`src/rtl/pll_bringup_seq.sv`:
```
`default_nettype none
// +--------------------------------------------------------------------------+
// | Module : pll_bringup_seq                                                 |
// | Brief  : PLL reset/power-down sequencing, lock supervision with bounded  |
// |          retries, and counter enable gating.                             |
// | Rev    : 1.0  initial release                                            |
// +--------------------------------------------------------------------------+
module pll_bringup_seq #(
    parameter int RST_CYCLES    = 4,
    parameter int LOCK_TIMEOUT  = 1024,
    parameter int SETTLE_CYCLES = 256,
    parameter int MAX_RETRY     = 3
) (
    input  logic       clk,
    input  logic       rst,
    input  logic       en_i,
    input  logic       pwrdn_i,
    input  logic       locked_i,
    output logic       pll_rst_o,
    output logic       pll_pwrdn_o,
    output logic       cnt_en_o,
    output logic       cnt_rst_o,
    output logic [2:0] state_o,
    output logic       fault_o,
    output logic [7:0] lol_cnt_o
);

    localparam int c_TMAX_A   = (RST_CYCLES > LOCK_TIMEOUT) ? RST_CYCLES : LOCK_TIMEOUT;
    localparam int c_TMAX     = (c_TMAX_A > SETTLE_CYCLES) ? c_TMAX_A : SETTLE_CYCLES;
    localparam int c_TIMER_W  = $clog2(c_TMAX + 1);
    localparam int c_RETRY_W  = $clog2(MAX_RETRY + 1);

    localparam logic [c_TIMER_W-1:0] c_RST_LAST    = c_TIMER_W'(RST_CYCLES - 1);
    localparam logic [c_TIMER_W-1:0] c_LOCK_LAST   = c_TIMER_W'(LOCK_TIMEOUT - 1);
    localparam logic [c_TIMER_W-1:0] c_SETTLE_LAST = c_TIMER_W'(SETTLE_CYCLES - 1);
    localparam logic [c_RETRY_W-1:0] c_MAX_RETRY   = c_RETRY_W'(MAX_RETRY);

    typedef enum logic [2:0] {
        ST_IDLE      = 3'd0,
        ST_PWRDN     = 3'd1,
        ST_RESET     = 3'd2,
        ST_WAIT_LOCK = 3'd3,
        ST_SETTLE    = 3'd4,
        ST_RUN       = 3'd5,
        ST_FAULT     = 3'd6
    } state_t;

    state_t                 r_state;
    state_t                 w_state_nxt;
    logic [c_TIMER_W-1:0]   r_timer;
    logic [c_TIMER_W-1:0]   w_timer_nxt;
    logic [c_RETRY_W-1:0]   r_retry;
    logic [c_RETRY_W-1:0]   w_retry_nxt;
    logic [c_RETRY_W-1:0]   w_retry_inc;
    logic [7:0]             r_lol_cnt;
    logic [7:0]             w_lol_nxt;
    logic                   r_lock_meta;
    logic                   r_lock_s;

    // locked_i comes from the PLL and is asynchronous to the board clock
    always_ff @(posedge clk) begin
        if (rst) begin
            r_lock_meta <= 1'b0;
            r_lock_s    <= 1'b0;
        end else begin
            r_lock_meta <= locked_i;
            r_lock_s    <= r_lock_meta;
        end
    end

    always_ff @(posedge clk) begin
        if (rst) begin
            r_state   <= ST_IDLE;
            r_timer   <= '0;
            r_retry   <= '0;
            r_lol_cnt <= '0;
        end else begin
            r_state   <= w_state_nxt;
            r_timer   <= w_timer_nxt;
            r_retry   <= w_retry_nxt;
            r_lol_cnt <= w_lol_nxt;
        end
    end

    assign w_retry_inc = r_retry + 1'b1;

    always_comb begin
        w_state_nxt = r_state;
        w_timer_nxt = r_timer;
        w_retry_nxt = r_retry;
        w_lol_nxt   = r_lol_cnt;
        if (pwrdn_i) begin
            w_state_nxt = ST_PWRDN;
            w_timer_nxt = '0;
        end else if (r_state == ST_PWRDN) begin
            w_state_nxt = en_i ? ST_RESET : ST_IDLE;
            w_timer_nxt = '0;
            w_retry_nxt = '0;
        end else if (!en_i) begin
            w_state_nxt = ST_IDLE;
            w_timer_nxt = '0;
            w_retry_nxt = '0;
        end else begin
            case (r_state)
                ST_IDLE: begin
                    w_state_nxt = ST_RESET;
                    w_timer_nxt = '0;
                end
                ST_RESET: begin
                    if (r_timer == c_RST_LAST) begin
                        w_state_nxt = ST_WAIT_LOCK;
                        w_timer_nxt = '0;
                    end else begin
                        w_timer_nxt = r_timer + 1'b1;
                    end
                end
                ST_WAIT_LOCK: begin
                    // a lock seen on the timeout cycle takes precedence
                    if (r_lock_s) begin
                        w_state_nxt = ST_SETTLE;
                        w_timer_nxt = '0;
                    end else if (r_timer == c_LOCK_LAST) begin
                        w_retry_nxt = w_retry_inc;
                        w_timer_nxt = '0;
                        w_state_nxt = (w_retry_inc == c_MAX_RETRY) ? ST_FAULT : ST_RESET;
                    end else begin
                        w_timer_nxt = r_timer + 1'b1;
                    end
                end
                ST_SETTLE: begin
                    if (!r_lock_s) begin
                        w_state_nxt = ST_WAIT_LOCK;
                        w_timer_nxt = '0;
                    end else if (r_timer == c_SETTLE_LAST) begin
                        w_state_nxt = ST_RUN;
                        w_timer_nxt = '0;
                        w_retry_nxt = '0;
                    end else begin
                        w_timer_nxt = r_timer + 1'b1;
                    end
                end
                ST_RUN: begin
                    if (!r_lock_s) begin
                        w_state_nxt = ST_RESET;
                        w_timer_nxt = '0;
                        w_lol_nxt   = (r_lol_cnt == 8'hFF) ? r_lol_cnt : r_lol_cnt + 8'd1;
                    end
                end
                ST_FAULT: begin
                    w_state_nxt = ST_FAULT;
                end
                default: begin
                    w_state_nxt = ST_IDLE;
                    w_timer_nxt = '0;
                    w_retry_nxt = '0;
                end
            endcase
        end
    end

    assign pll_rst_o   = (r_state == ST_IDLE) || (r_state == ST_PWRDN) ||
                         (r_state == ST_RESET) || (r_state == ST_FAULT);
    assign pll_pwrdn_o = (r_state == ST_PWRDN);
    assign cnt_en_o    = (r_state == ST_RUN);
    assign cnt_rst_o   = (r_state != ST_RUN);
    assign fault_o     = (r_state == ST_FAULT);
    assign state_o     = r_state;
    assign lol_cnt_o   = r_lol_cnt;

endmodule
`default_nettype wire
```
`config.mk`:
```
export PLATFORM = sky130hd
export DESIGN_NAME = pll_bringup_seq
export DESIGN_NICKNAME = d
export VERILOG_FILES = /design/src/rtl/pll_bringup_seq.sv
export SDC_FILE = /design/constraint.sdc
export NUM_CORES = 1
export LEC_CHECK = 0
export BUFFER_PORTS_ARGS = -buffer_cell sky130_fd_sc_hd__clkbuf_2
export CORE_MARGIN = 5
export CORE_UTILIZATION = 56
export DETAILED_ROUTE_END_ITERATION = 12
export PLACE_DENSITY_LB_ADDON = 0.05
export SLEW_MARGIN = 5
export SYNTH_ARGS = -nofsm -noshare
export SYNTH_HDL_FRONTEND = slang
export SYNTH_SLANG_ARGS = --single-unit
```
`constraint.sdc`:
```
create_clock -name clk -period 2.4 [get_ports clk]
set_clock_uncertainty 0.1 [all_clocks]
set_input_delay 0.48 -clock clk [delete_from_list [all_inputs] [get_ports clk]]
set_output_delay 0.48 -clock clk [all_outputs]
set_load 0.03 [all_outputs]
```
* Word level (Yosys, flattened, before mapping)
Index checks and enable logic that the tools add are counted.
Storage, ports and cells: output and inout port bits 16, bits in registers 26, word-level logic and storage cells 80
Cells by class: mux-type cells 26, reductions and logical operators 12, equal/unequal tests 26, $add $sub $neg 3, bitwise logic cells 6
Operator list (count):
- $mux W11 | 6
- $pmux W11 S5 | 1
- $mux W3 | 9
- $ne A4 B4 Y1 const B | 6
- $ne A5 B5 Y1 const B | 4
- $pmux W3 S6 | 1
- $mux W2 | 7
- $ne A6 B6 Y1 const B | 2
- $reduce_and A6 Y1 | 2
- $add A11 B1 Y11 const B | 1
- $eq A11 B10 Y1 const B | 1
- $eq A11 B2 Y1 const B | 1
- $eq A11 B8 Y1 const B | 1
- $eq A3 B3 Y1 const B | 3
- $add A8 B1 Y8 const B | 1
- $eq A8 B8 Y1 const B | 1
- $reduce_and A4 Y1 | 2
- $reduce_or A4 Y1 | 2
- $eq A3 B2 Y1 const B | 2
- $not A1 Y1 | 6
- $pmux W2 S3 | 1
- $eq A3 B1 Y1 const B | 1
- $logic_not A3 Y1 | 1
- $logic_or A1 B1 Y1 | 3
- 8 further kinds | 8

* Longest topological paths before layout
Gate-level depths: netlist of run 1.
depth after elaboration 9, mapped depth 7, mapped depth without buffers 6

* Worst setup path before layout of run 1
No wires, ideal clock.
path type reg2reg, start point register r_state[2] (netlist: state_o[2]), end point register r_lol_cnt[7] (netlist: lol_cnt_o[7]), required time 2.230 ns, buffers on the path 1, setup time 0.070 ns, path slack 0.051 ns, period minus slack after synthesis 2.349 ns, cell stages (with the launch flop) 7, data arrival time 2.179 ns, cells stage by stage dfxtp_1 > buf_2 > nand3b_1 > a311oi_4 > nand3_1 > or3_1 > a21oi_1
Between the ends: word-level cells in the longest chain between the ends 3
Ends and longest elaborated chain:
- from (decl) | line 48 | state_t r_state;
- from (signal assigned) | line 78 | r_state <= w_state_nxt;
- $eq A3 B1 Y1 | line 95 | end else if (r_state == ST_PWRDN) begin
- $not A1 Y1 (no source line)
- $reduce_and A6 Y1 (no source line) (*)
- to (signal assigned) | line 81 | r_lol_cnt <= w_lol_nxt;
- to (decl) | line 55 | logic [7:0] r_lol_cnt;
Every way passes the cells marked *; elsewhere a longest branch is shown, timed or not. A chain may end at the register's enable or synchronous reset.

* Worst setup path in the final report of run 1
start point register r_timer[0], end point register r_state[0] (netlist: state_o[0])
Between the ends: word-level cells in the longest chain between the ends 3
Ends and longest elaborated chain:
- from (decl) | line 50 | logic [c_TIMER_W-1:0] r_timer;
- from (signal assigned) | line 79 | r_timer <= w_timer_nxt;
- $eq A11 B8 Y1, or another cell as far along | line 134 | end else if (r_timer == c_SETTLE_LAST) begin
- $ne A6 B6 Y1 (no source line) / $ne A5 B5 Y1 (equally long branches)
- $reduce_and A4 Y1 (no source line) (*)
Marks and branches as above.

==> reports/metrics.cfg, run 1 <==
[synthesis]
seq_area_frac_synth_pct=35.7
netlist_area_um2=1460
yosys_warnings=0
syn_nets=187
synth_edf_count=0
synth_top_area_share_pct=35.7
yosysMostFrequentCell=dfxtp_1
synthArstFlopShare_pct=0
synth.area.top_cells=dfxtp_1, nand2_1, nor2_1
ys_seq_elements=26
syn_avg_cell_area_um2=8.15
synth_flop_cell=dfxtp_1
synthCells=179
synth_top_cell_by_area=dfxtp_1
yosysUniqueCellTypes=38
yosys-top-cells-count=dfxtp_1, nand2_1, nor2_1, nand3_1, o21ai_0

[finish]
nFillCells=236
multi_input_area_um2=872
fin_nets=207
syn_to_final_growth_pct=12.8
n_antenna_cell=0
layout-drive-gt1-share_pct=17.7
regArea_um2=523

[global_routing]
grt_pass1_wl_um=5660
groute.usage.overall_pct=19.7
grt_max_degree=17
antenna_found_initial=0
gr-total-overflow=0
first_global_vias=1268

[floorplan]
start_util_pct=58.9
die_x_um=61.0
ios=21
fp-row-count=18
die-area_um2=3730
core_um2=2480
die_height_um=61.0

[detailed_routing]
wl_per_cell_um=13.9
vias_per_cell=6.11
drtIter0Drc=54
via_count=1392
ant_nets=0
drc=0
drt-total-wl_um=3180
dr.pass1.iters=4

[min_path]
hold_path_class=primary input to flop
min-delay-start=locked_i

[timing]
min_period_over_period_pct=95.1
setup_tns_ns=0
setup_viol=0
period_needed_ns=2.28
tightest_slew_ns=0.504
relSlewSlack_pct=66.3
timing.hold.ws_ns=0.259
finalHoldViolations=0
max_freq_mhz=438
drv_slew=0
rsz0062_at_grt=false

[cts]
clk_latency_ns=0.32
cts_made_buffers=3
cts.sinks=26
hold_buffers=0
postCtsSetupBuffers=0
htreeDepth=1
clk_pin_slew_ns=0.14
cts_tree=built
cts_root_buffer=clkbuf_4
clockBufferDepth=2

[setup_path]
worstPathRequired_ns=2.56
reg2regPathDepth=6
worstPathMaxFanout=5
crit_path_end_kind=flop
worst_setup_path_start_kind=flop
worstPathArrival_ns=2.45
r2r_end=state_o[0]$_SDFFE_PP0P_
worstSetupPathType=flop to flop
r2r-start=r_timer[0]$_SDFFE_PP0P_
reg2reg_slack_ns=0.12
cp-endpoint=state_o[0]$_SDFFE_PP0P_
crit_path_start=r_timer[0]$_SDFFE_PP0P_

[run_status]
status=complete, no violations

[job]
drv_cap=0

[pwr]
power_density_nw_per_um2=486
power.total_mw=0.799
leakagePower_nw=0.586
vdd_drop_max_v=0.000446

[place]
routabilityCongestion=0.861
portBuffers=20
hpwl_um=2340

## critical path, cell delays in order (launching register included)
cell and delay (ns):
dfxtp_2 0.40, ha_2 0.23, or4b_4 0.49, o31ai_4 0.23, o221ai_2 0.14, or4b_1 0.48, a21oi_1 0.17
## kinds of logic (layout without fill, tap and decap cells)
family          after synthesis  in the layout  share of synthesized area [%]
fa+ha+maj                     3              3                           2.57
compound gates               33             33                           16.6
buf+inv                      17             36                           4.72
simple gates                 87             87                           32.3
flops                        26             26                           35.7
xor+xnor                     10             10                           6.00
mux                           3              3                           2.06
## per-layer routing
layer  vias up  global-route usage [%]  wire (um)
met5         -                       0          0
met4         0                    6.81         37
met3         4                    3.35        155
met2        35                    32.3       1530
met1       661                    26.2       1460
li1        692                       -          -
## registers in the layout, indices dropped and copies added (netlist names)
register     cells
r_timer         11
state_o          3
r_lock_s         1
r_retry          2
r_lock_meta      1
lol_cnt_o        8
## report_power, final
part	total [mW]	switching, mW	leakage, nW	internal [mW]
Sequential	0.444	0.00882	0.211	0.435
Clock	0.304	0.135	0.0279	0.169
Combinational	0.0511	0.0322	0.347	0.0189
## cells in the final DEF (no fill, tap or decap), types with 2 or more instances in the layout
cell      netlist  layout
a31oi_1         4       4
ha_1            3       2
nor2b_1         4       4
nand2_1        17      17
nor4_1          5       5
dfxtp_2         0       2
xor2_1          5       5
and2_1          2       2
and4_1          2       2
a21oi_1         8       8
nand3b_1        4       4
or3_1           5       5
nand4_1         7       7
nand3_1        10      10
dfxtp_1        26      24
buf_4           0       4
clkbuf_2        0      20
o211ai_1        2       2
a22oi_1         2       2
clkbuf_4        0       3
nor3_1          8       8
inv_1           8       8
nor2_1         16      16
xnor2_1         5       5
mux2i_1         3       3
o21ai_0        10      10
## cell type report
class,count,area share [%]
Multi-Input combinational cell,136,53.0
Sequential cell,26,31.8
Timing Repair Buffer,24,7.91
Tap cell,30,2.28
Clock inverter,1,1.83
Inverter,8,1.83
Clock buffer,3,1.37
## worst min-delay path by stage
stage / slack [ns] / to / depth (start not counted)
detailed placement: 0.33 / r_lock_s$_SDFF_PP0_ / 1
floorplan: 0.31 / r_lock_s$_SDFF_PP0_ / 1
global route: 0.27 / r_lock_meta$_SDFF_PP0_ / 2
finish: 0.26 / r_lock_meta$_SDFF_PP0_ / 2
CTS: 0.25 / r_lock_meta$_SDFF_PP0_ / 2
global placement: 0.32 / r_lock_s$_SDFF_PP0_ / 1
## through the flow
step                      util [%]  std cells  setup WS (ns)  cell area (um2)
final                         66.4        228          0.118             1650
after global routing          66.4        228         0.0471             1650
after CTS                     66.2        228         0.0488             1640
after detailed placement      64.1        224          0.117             1590
after global placement        64.1        224          0.208             1590
after floorplan                  -        179         0.0514             1460
## what timing repair did
action	CTS	global route
hold endpoints to repair	0	0
endpoints found under the setup margin	0	2
gates resized for setup	0	3
Note: power is estimated with default switching activity, not from simulation.
==> run 2, diff against run 1 <==
--- a/config.mk
+++ b/config.mk
@@ -7,7 +7,7 @@
 export LEC_CHECK = 0
 export BUFFER_PORTS_ARGS = -buffer_cell sky130_fd_sc_hd__clkbuf_2
 export CORE_MARGIN = 5
-export CORE_UTILIZATION = 56
+export CORE_UTILIZATION = 50
 export DETAILED_ROUTE_END_ITERATION = 12
 export PLACE_DENSITY_LB_ADDON = 0.05
 export SLEW_MARGIN = 5
==> constraint.sdc (replaced) <==
create_clock -name clk -period 1.99 [get_ports clk]
set_clock_uncertainty 0.1 [all_clocks]
set_input_delay 0.398 -clock clk [delete_from_list [all_inputs] [get_ports clk]]
set_output_delay 0.398 -clock clk [all_outputs]
set_load 0.03 [all_outputs]
==> reports/metrics.cfg, run 2 (synthesis gave the netlist of run 1 again) <==
[floorplan]
die-area_um2=4100  ; was 3730 um2
die_x_um=64.0  ; was 61.0 um
start_util_pct=52.5  ; was 58.9%
core_um2=2780  ; was 2480 um2
ios=21  ; unchanged
die_height_um=64.0  ; was 61.0 um
fp-row-count=19  ; was 18

[global_routing]
antenna_found_initial=0  ; unchanged
first_global_vias=1370  ; was 1268
gr-total-overflow=0  ; unchanged
grt_pass1_wl_um=5970  ; was 5660 um
grt_max_degree=15  ; was 17
groute.usage.overall_pct=17.3  ; was 19.7%

[cts]
cts_tree=built  ; unchanged
clk_latency_ns=0.32  ; about the same
cts_made_buffers=3  ; unchanged
cts.sinks=26  ; unchanged
clk_pin_slew_ns=0.15  ; was 0.14 ns
cts_root_buffer=clkbuf_4  ; unchanged
htreeDepth=1  ; unchanged
clockBufferDepth=2  ; unchanged

[setup_path]
path_cells=ha_4 -> or4b_4 -> o31ai_4 -> o221ai_2 -> or4b_1 -> a21oi_1  ; was ha_2 -> or4b_4 -> o31ai_4 -> o221ai_2 -> or4b_1 -> a21oi_1
max_stage_delay_ns=0.48  ; was 0.49 ns
worstPathMaxFanout=3  ; was 5
worstSetupPathType=flop to flop  ; unchanged
crit_path_end_kind=flop  ; unchanged
worst_setup_path_start_kind=flop  ; unchanged
slowest_stage=or4b_1  ; was or4b_4
crit_family=simple AND/OR/NAND/NOR gates  ; unchanged
worstPathArrival_ns=2.28  ; was 2.45 ns
path_buf_inv=0  ; unchanged
worstPathRequired_ns=2.16  ; was 2.56 ns
reg2reg_slack_ns=-0.12  ; was 0.12 ns

[finish]
regMostFlops=r_timer  ; unchanged
regArea_um2=536  ; was 523 um2
layout-drive-gt1-share_pct=31.5  ; was 17.7%
mostFrequentLayoutCells=buf_4, clkbuf_2, dfxtp_1  ; was dfxtp_1, clkbuf_2, nand2_1
multi_input_area_um2=937  ; was 872 um2
n_antenna_cell=0  ; unchanged
final_common_cell=buf_4  ; was dfxtp_1
fin_nets=231  ; was 207
fin_util_pct=67.5  ; was 66.4%
largest_register_ffs=11  ; unchanged
finalInstanceArea_um2=1880  ; was 1650 um2
nFillCells=234  ; was 236
syn_to_final_growth_pct=28.7  ; was 12.8%
final_cells=253  ; was 228

[timing]
tightest_slew_ns=0.408  ; was 0.504 ns
timing.hold.ws_ns=0.182  ; was 0.259 ns
setup_viol=3  ; was 0
period_needed_ns=2.11  ; was 2.28 ns
relSlewSlack_pct=72.7  ; was 66.3%
max_freq_mhz=474  ; was 438 MHz
min_period_over_period_pct=106  ; was 95.1%
finalWorstSetupSlack_ns=-0.120  ; was 0.118 ns
rsz0062_at_grt=true  ; was false
drv_slew=0  ; unchanged
finalHoldViolations=0  ; unchanged

[detailed_routing]
via_count=1485  ; was 1392
drt-total-wl_um=3420  ; was 3180 um
dr.pass1.iters=4  ; unchanged
drc=0  ; unchanged
wl_per_cell_um=13.5  ; was 13.9 um
ant_nets=0  ; unchanged
vias_per_cell=5.87  ; was 6.11
drtIter0Drc=155  ; was 54

[pwr]
leakagePower_nw=0.705  ; was 0.586 nW
vdd_drop_max_v=0.000386  ; was 0.000446 V
power_density_nw_per_um2=449  ; was 486 nW/um2
power.total_mw=0.844  ; was 0.799 mW

[place]
routabilityCongestion=0.873  ; was 0.861
hpwl_um=2540  ; was 2340 um
portBuffers=20  ; unchanged
dpl-instance-area_um2=1790  ; was 1590 um2
dp_cells=248  ; was 224

[min_path]
hold_path_class=primary input to flop  ; unchanged

[run_status]
status=finished with violations  ; was complete, no violations
violations=negative setup slack

[job]
drv_cap=0  ; unchanged

-- run 2: cell count changes in the layout (fill, tap and decap cells not counted), moves of 2 or more --
| cell | before | now |
|---|---|---|
| dfxtp_4 | 0 | 3 |
| buf_4 | 4 | 28 |
| nor3_2 | 0 | 2 |
| nor3_1 | 8 | 6 |
| nor4_2 | 0 | 2 |
| dfxtp_1 | 24 | 20 |
| nor4_1 | 5 | 2 |
-- run 2: area by class of cell --
class | instances | share of cell area, %
Multi-Input combinational cell | 136 | 49.9
Sequential cell | 26 | 28.5
Timing Repair Buffer | 48 | 16.5
Tap cell | 31 | 2.07
Inverter | 8 | 1.60
Clock buffer | 3 | 1.20
Clock inverter | 1 | 0.200
-- run 2: per-layer routing --
layer	vias up	wire, um	global-route usage [%]
li1	739	-	-
met1	703	1650	22.9
met2	35	1580	28.8
met3	8	139	2.80
met4	0	48	4.94
met5	-	0	0
-- run 2: power by group --
group	internal, mW	total [mW]	switching, mW
registers	0.523	0.530	0.00741
logic	0.0354	0.0817	0.0464
clock network	0.0735	0.232	0.159
-- run 2: worst paths after layout --
path | from | endpoint | depth (start not counted)
hold / removal | locked_i | r_lock_meta$_SDFF_PP0_ | 2
hold reg to reg | r_lock_meta$_SDFF_PP0_ | r_lock_s$_SDFF_PP0_ | 1
setup reg to reg | r_timer[1]$_SDFFE_PP0P_ | state_o[0]$_SDFFE_PP0P_ | 6
setup / recovery | r_timer[1]$_SDFFE_PP0P_ | state_o[0]$_SDFFE_PP0P_ | 6
-- run 2: repair_timing --
action,4_1_cts,5_1_grt
pin swaps,1,7
hold buffers,0,0
setup endpoints to repair,8,17
setup buffers,0,1
resized for setup,1,11
-- run 2: metrics by stage --
step	setup slack, ns	setup TNS (ns)
after global routing	-0.221	-1.20
after detailed placement	-0.118	-0.317
after CTS	-0.124	-0.326
after floorplan	-0.118	-0.227
after global placement	-0.0635	-0.0635
final	-0.120	-0.185
